--- src/rtl/ring_counter_pkg.sv ---
// rtl/ring_counter_pkg.sv - shared mode encodings and home value for the multimode ring counter
package ring_counter_pkg;

  localparam logic MODE_RING    = 1'b0;
  localparam logic MODE_JOHNSON = 1'b1;

  // Home is bit 0 set; callers slice this to their own width.
  localparam logic [31:0] HOME_VALUE = 32'd1;

endpackage

--- src/rtl/ring_next_state.sv ---
// rtl/ring_next_state.sv - combinational next-state and legality for ring/Johnson counting
module ring_next_state
  import ring_counter_pkg::*;
#(
  parameter int WIDTH = 4
) (
  input  logic [WIDTH-1:0] cur,
  input  logic [WIDTH-1:0] load_val,
  input  logic             mode,
  input  logic             dir,
  output logic [WIDTH-1:0] next,
  output logic             cur_legal,
  output logic             load_legal
);

  localparam logic [WIDTH-1:0] ONE = {{(WIDTH-1){1'b0}}, 1'b1};

  // Johnson states are LSB-filled thermometers or their complements;
  // v & (v+1) == 0 exactly when v is all ones from bit 0 upward (incl. zero).
  function automatic logic is_legal(input logic [WIDTH-1:0] v, input logic m);
    logic [WIDTH-1:0] nv;
    nv = ~v;
    if (m == MODE_RING) begin
      return $onehot(v);
    end
    return ((v & (v + ONE)) == '0) || ((nv & (nv + ONE)) == '0);
  endfunction

  always_comb begin
    next = cur;
    if (mode == MODE_RING) begin
      if (dir) next = {cur[WIDTH-2:0], cur[WIDTH-1]};
      else     next = {cur[0], cur[WIDTH-1:1]};
    end else begin
      if (dir) next = {cur[WIDTH-2:0], ~cur[WIDTH-1]};
      else     next = {~cur[0], cur[WIDTH-1:1]};
    end
  end

  assign cur_legal  = is_legal(cur, mode);
  assign load_legal = is_legal(load_val, mode);

endmodule

--- src/rtl/multimode_ring_counter.sv ---
// rtl/multimode_ring_counter.sv - ring/Johnson counter with load, illegal-state recovery and wrap/err pulses
module multimode_ring_counter
  import ring_counter_pkg::*;
#(
  parameter int WIDTH = 4
) (
  input  logic             clk,
  input  logic             rst,
  input  logic             en,
  input  logic             dir,
  input  logic             mode,
  input  logic             load,
  input  logic [WIDTH-1:0] load_val,
  output logic [WIDTH-1:0] out,
  output logic             wrap,
  output logic             err
);

  localparam logic [WIDTH-1:0] HOME = HOME_VALUE[WIDTH-1:0];

  logic [WIDTH-1:0] r_out;
  logic             r_wrap;
  logic             r_err;
  logic [WIDTH-1:0] w_next;
  logic             w_cur_legal;
  logic             w_load_legal;

  ring_next_state #(.WIDTH(WIDTH)) u_next (
    .cur        (r_out),
    .load_val   (load_val),
    .mode       (mode),
    .dir        (dir),
    .next       (w_next),
    .cur_legal  (w_cur_legal),
    .load_legal (w_load_legal)
  );

  // Priority: reset, load, recovery of an illegal state, step, hold.
  always_ff @(posedge clk) begin
    if (rst) begin
      r_out  <= HOME;
      r_wrap <= 1'b0;
      r_err  <= 1'b0;
    end else begin
      r_wrap <= 1'b0;
      r_err  <= 1'b0;
      if (load) begin
        if (w_load_legal) begin
          r_out <= load_val;
        end else begin
          r_out <= HOME;
          r_err <= 1'b1;
        end
      end else if (!w_cur_legal) begin
        r_out <= HOME;
        r_err <= 1'b1;
      end else if (en) begin
        r_out  <= w_next;
        r_wrap <= (w_next == HOME);
      end
    end
  end

  assign out  = r_out;
  assign wrap = r_wrap;
  assign err  = r_err;

endmodule

--- config.mk ---
export PLATFORM = sky130hd
export DESIGN_NAME = multimode_ring_counter
export DESIGN_NICKNAME = d
export VERILOG_FILES = /design/src/rtl/ring_counter_pkg.sv /design/src/rtl/ring_next_state.sv /design/src/rtl/multimode_ring_counter.sv
export SDC_FILE = /design/constraint.sdc
export NUM_CORES = 1
export LEC_CHECK = 0
export BUFFER_PORTS_ARGS = -buffer_cell sky130_fd_sc_hd__clkbuf_2
export CORE_AREA = 10 10 47 49
export CTS_BUF_LIST = sky130_fd_sc_hd__clkbuf_16
export CTS_CLUSTER_DIAMETER = 50
export CTS_CLUSTER_SIZE = 24
export DETAILED_ROUTE_END_ITERATION = 12
export DIE_AREA = 0 0 57 59
export PLACE_DENSITY = 0.89
export REMOVE_ABC_BUFFERS = 1
export SLEW_MARGIN = 40
export SYNTH_ARGS = -nofsm -noshare
export SYNTH_HDL_FRONTEND = slang
export SYNTH_HIERARCHICAL = 1
export SYNTH_SLANG_ARGS = --single-unit
--- constraint.sdc ---
create_clock -name clk -period 4.6 [get_ports clk]
set_clock_uncertainty 0.1 [all_clocks]
set_input_delay 0.92 -clock clk [delete_from_list [all_inputs] [get_ports clk]]
set_output_delay 0.92 -clock clk [all_outputs]
set_load 0.05 [all_outputs]
==> results.cfg <==
[drt]
dr.pass1.iters = 4
viasPerCell = 5.44
ant_nets = 0
drc = 0
avgRoutedWirePerCell_microns = 14.0
initialDrtViolationCount = 21
vias = 636
wirelength_microns = 1630

[grt]
grt_pass1_vias = 608
grt_max_degree = 10
grt_pass1_wl_microns = 2680
antenna_found_initial = 0
grt_use_total_pct = 9.94
overflow = 0

[final_layout]
finish.instance_area_sq_um = 872
num-nets-final = 127
nFillCells = 112
stdcell_count = 117
drive_gt1_share_pct = 22.8
syn2layout_area_growth_pct = 24.2
n_antenna_cell = 0

[setup_path]
slowest_stage = fa_1
crit_buf_inv = 3
slowest_delay_ns = 0.53
critical-path-top-delay-family = adder cells
worstSetupEndpointType = flip-flop
crit_arrival_ns = 3.31
critPathLaunchType = input port
path_cells = clkbuf_2 > inv_1 > fa_1 > inv_1 > ha_1 > ha_1 > or4b_1 > o21ai_0 > or3_1 > nand3b_1 > a221o_1
path_class = in -> reg
cp.required_ns = 4.61
critical_path.max_fanout = 6

[yosys]
synth-seq-cells = 6
synthMuxAreaShare_pct = 1.60
synth_top_area_cell = ha_1
synth_warnings = 6
synth_top_area_share_pct = 21.4
synth.distinct_cells = 26
synth.avg_cell_area_sq_um = 8.46
synth_top_family_by_area = simple AND/OR/NAND/NOR gates
yosysMostFrequentCell = ha_1
synth_area_sq_um = 702
synth-xor-area-share_pct = 2.50
yosysSeqAreaShare_pct = 17.1
ys_top_cells_by_count = ha_1 (12), inv_1 (10), nor3_1 (8)
synth_adder_area_share_pct = 27.1
synth_edf_count = 0
ys.flop_type = dfxtp_1
synth-simple-area-share_pct = 33.7
ys_async_sr_fraction_pct = 0
synth_compound_area_share_pct = 12.7
synth_area_leaders = ha_1 (21%), dfxtp_1 (17%), fa_1 (5.7%)
syn_inst = 83

[clocking]
clk_pin_slew_worst_paths_ns = 0.03
worstSkewPairLatency_ns = 0.23
tritoncts = built
cts_resized = 0
post-cts-setup-buffers = 0
htreeDepth = 1
clockBufferDepth = 2
cts_buffers = 3
cts_hold_buf = 0
cts-root-buf = clkbuf_16
clock-sinks = 6

[floorplanning]
fp.coreArea_sq_um = 1400
start_util_pct = 50.1
die_y_microns = 59
die_x_microns = 57
std_cell_rows = 14
io_pins = 16
die_area_sq_um = 3360

[sta]
setup-tns-final_ns = 0
drv_slew = 0
rsz0062_at_grt = false
finalCritPeriodShare_pct = 71.7
period_minus_slack_ns = 3.30
finalSetupViolCount = 0
tightestPinTransition_ns = 0.334
hold_viol = 0
max_slew_margin_pct = 77.7
clock.fmax_mhz = 303

[power]
power.leakage_uw = 0.000416
p_int_uw = 206
power_frac_comb_pct = 31.4
sequentialPowerShare_pct = 21.9
power_density_nw_per_um2 = 345
ir_worst_vdd_mv = 0.162
netSwitchingPower_uw = 94.5
pwr-share-clk_pct = 46.7
swShare_pct = 31.4

[min_path]
hold_class = reg -> reg

[placement]
place_area_sq_um = 797
portBuffers = 15
dp_hpwl_microns = 1280
globalplace.congestion = 0.781
dp.cells = 114

[flow_run]
cap_violations = 0

[status]
status = finished, final reports clean
state kept, by name, summed over array words and instances, names as in the netlist:
name and flops:
err 1, out 4, wrap 1
cell type report:
type | instances | area [sq um] | share of cell area (%)
clock buffers | 3 | 75.1 | 8.61
inverters | 10 | 37.5 | 4.30
flip-flops and latches | 6 | 120 | 13.8
multi-input cells | 67 | 544 | 62.4
well taps | 16 | 20.0 | 2.30
repair buffers | 15 | 75.1 | 8.61
metal layers:
layer,wire length (microns),up-vias,GRT usage (%)
li1,-,331,-
met1,739,276,12.1
met2,704,25,14.1
met3,149,4,3.86
met4,41,0,6.38
met5,0,-,0
cells in the final DEF, fill, tap and decap left out, types with 3 or more instances in the layout:
cell / synthesis / layout
ha_1: 12 / 12
nor3_1: 8 / 8
clkbuf_2: 0 / 15
o21ai_0: 6 / 6
nand2b_1: 3 / 3
a32oi_1: 3 / 3
or4b_1: 4 / 4
inv_1: 10 / 10
nand2_1: 4 / 4
clkbuf_16: 0 / 3
dfxtp_1: 6 / 6
or2b_1: 4 / 4
a21oi_1: 3 / 3
worst reg2reg max path, stage by stage (launching register included):
cell     delay [ns]
dfxtp_1        0.50
inv_1          0.17
fa_1           0.57
inv_1          0.05
ha_1           0.17
ha_1           0.27
or4b_1         0.51
o21ai_0        0.08
or3_1          0.14
and2b_2        0.19
nand2_1        0.06
a221o_1        0.29
path summary, 6_finish.rpt:
path                       startpoint             endpoint  slack (ns)  cells past startpoint
setup / recovery          load_val[0]  out[0]$_SDFFE_PP1P_        1.30                     11
hold / removal    out[3]$_SDFFE_PP0P_  out[3]$_SDFFE_PP0P_        0.59                      2
setup reg to reg  out[0]$_SDFFE_PP1P_  out[0]$_SDFFE_PP1P_        1.38                     11
hold reg to reg   out[3]$_SDFFE_PP0P_  out[3]$_SDFFE_PP0P_        0.59                      2
logic make-up (layout without fill, tap and decap cells):
group | count (synthesis) | in the layout
AOI/OAI and AO/OA | 14 | 14
xor gates and xnor gates | 2 | 2
adders and majority gates | 14 | 14
buffers and inverters | 10 | 28
DFF | 6 | 6
muxes | 1 | 1
and+or+nand+nor | 36 | 36
metrics by stage:
stage / worst slack, ns / utilization, % / hold slack, ns / total power [uW]
floorplan: 1.28 / - / 0.740 / 133
CTS: 1.29 / 62.2 / 0.584 / 304
global route: 1.16 / 62.2 / 0.657 / 318
global placement: 1.11 / 56.9 / 0.558 / 156
finish: 1.30 / 62.2 / 0.585 / 301
detailed placement: 1.04 / 56.9 / 0.562 / 161
power by group through the flow:
stage,Clock (uW),Sequential [uW],Combinational [uW]
2_1_floorplan,0,81.8,51.6
3_3_place_gp,0,66.6,89.7
3_5_place_dp,0,66.6,94.8
4_1_cts,143,66.1,95.1
5_1_grt,145,67.2,106
6_report,140,65.9,94.4
No activity file was read; power rests on OpenSTA's default activity.
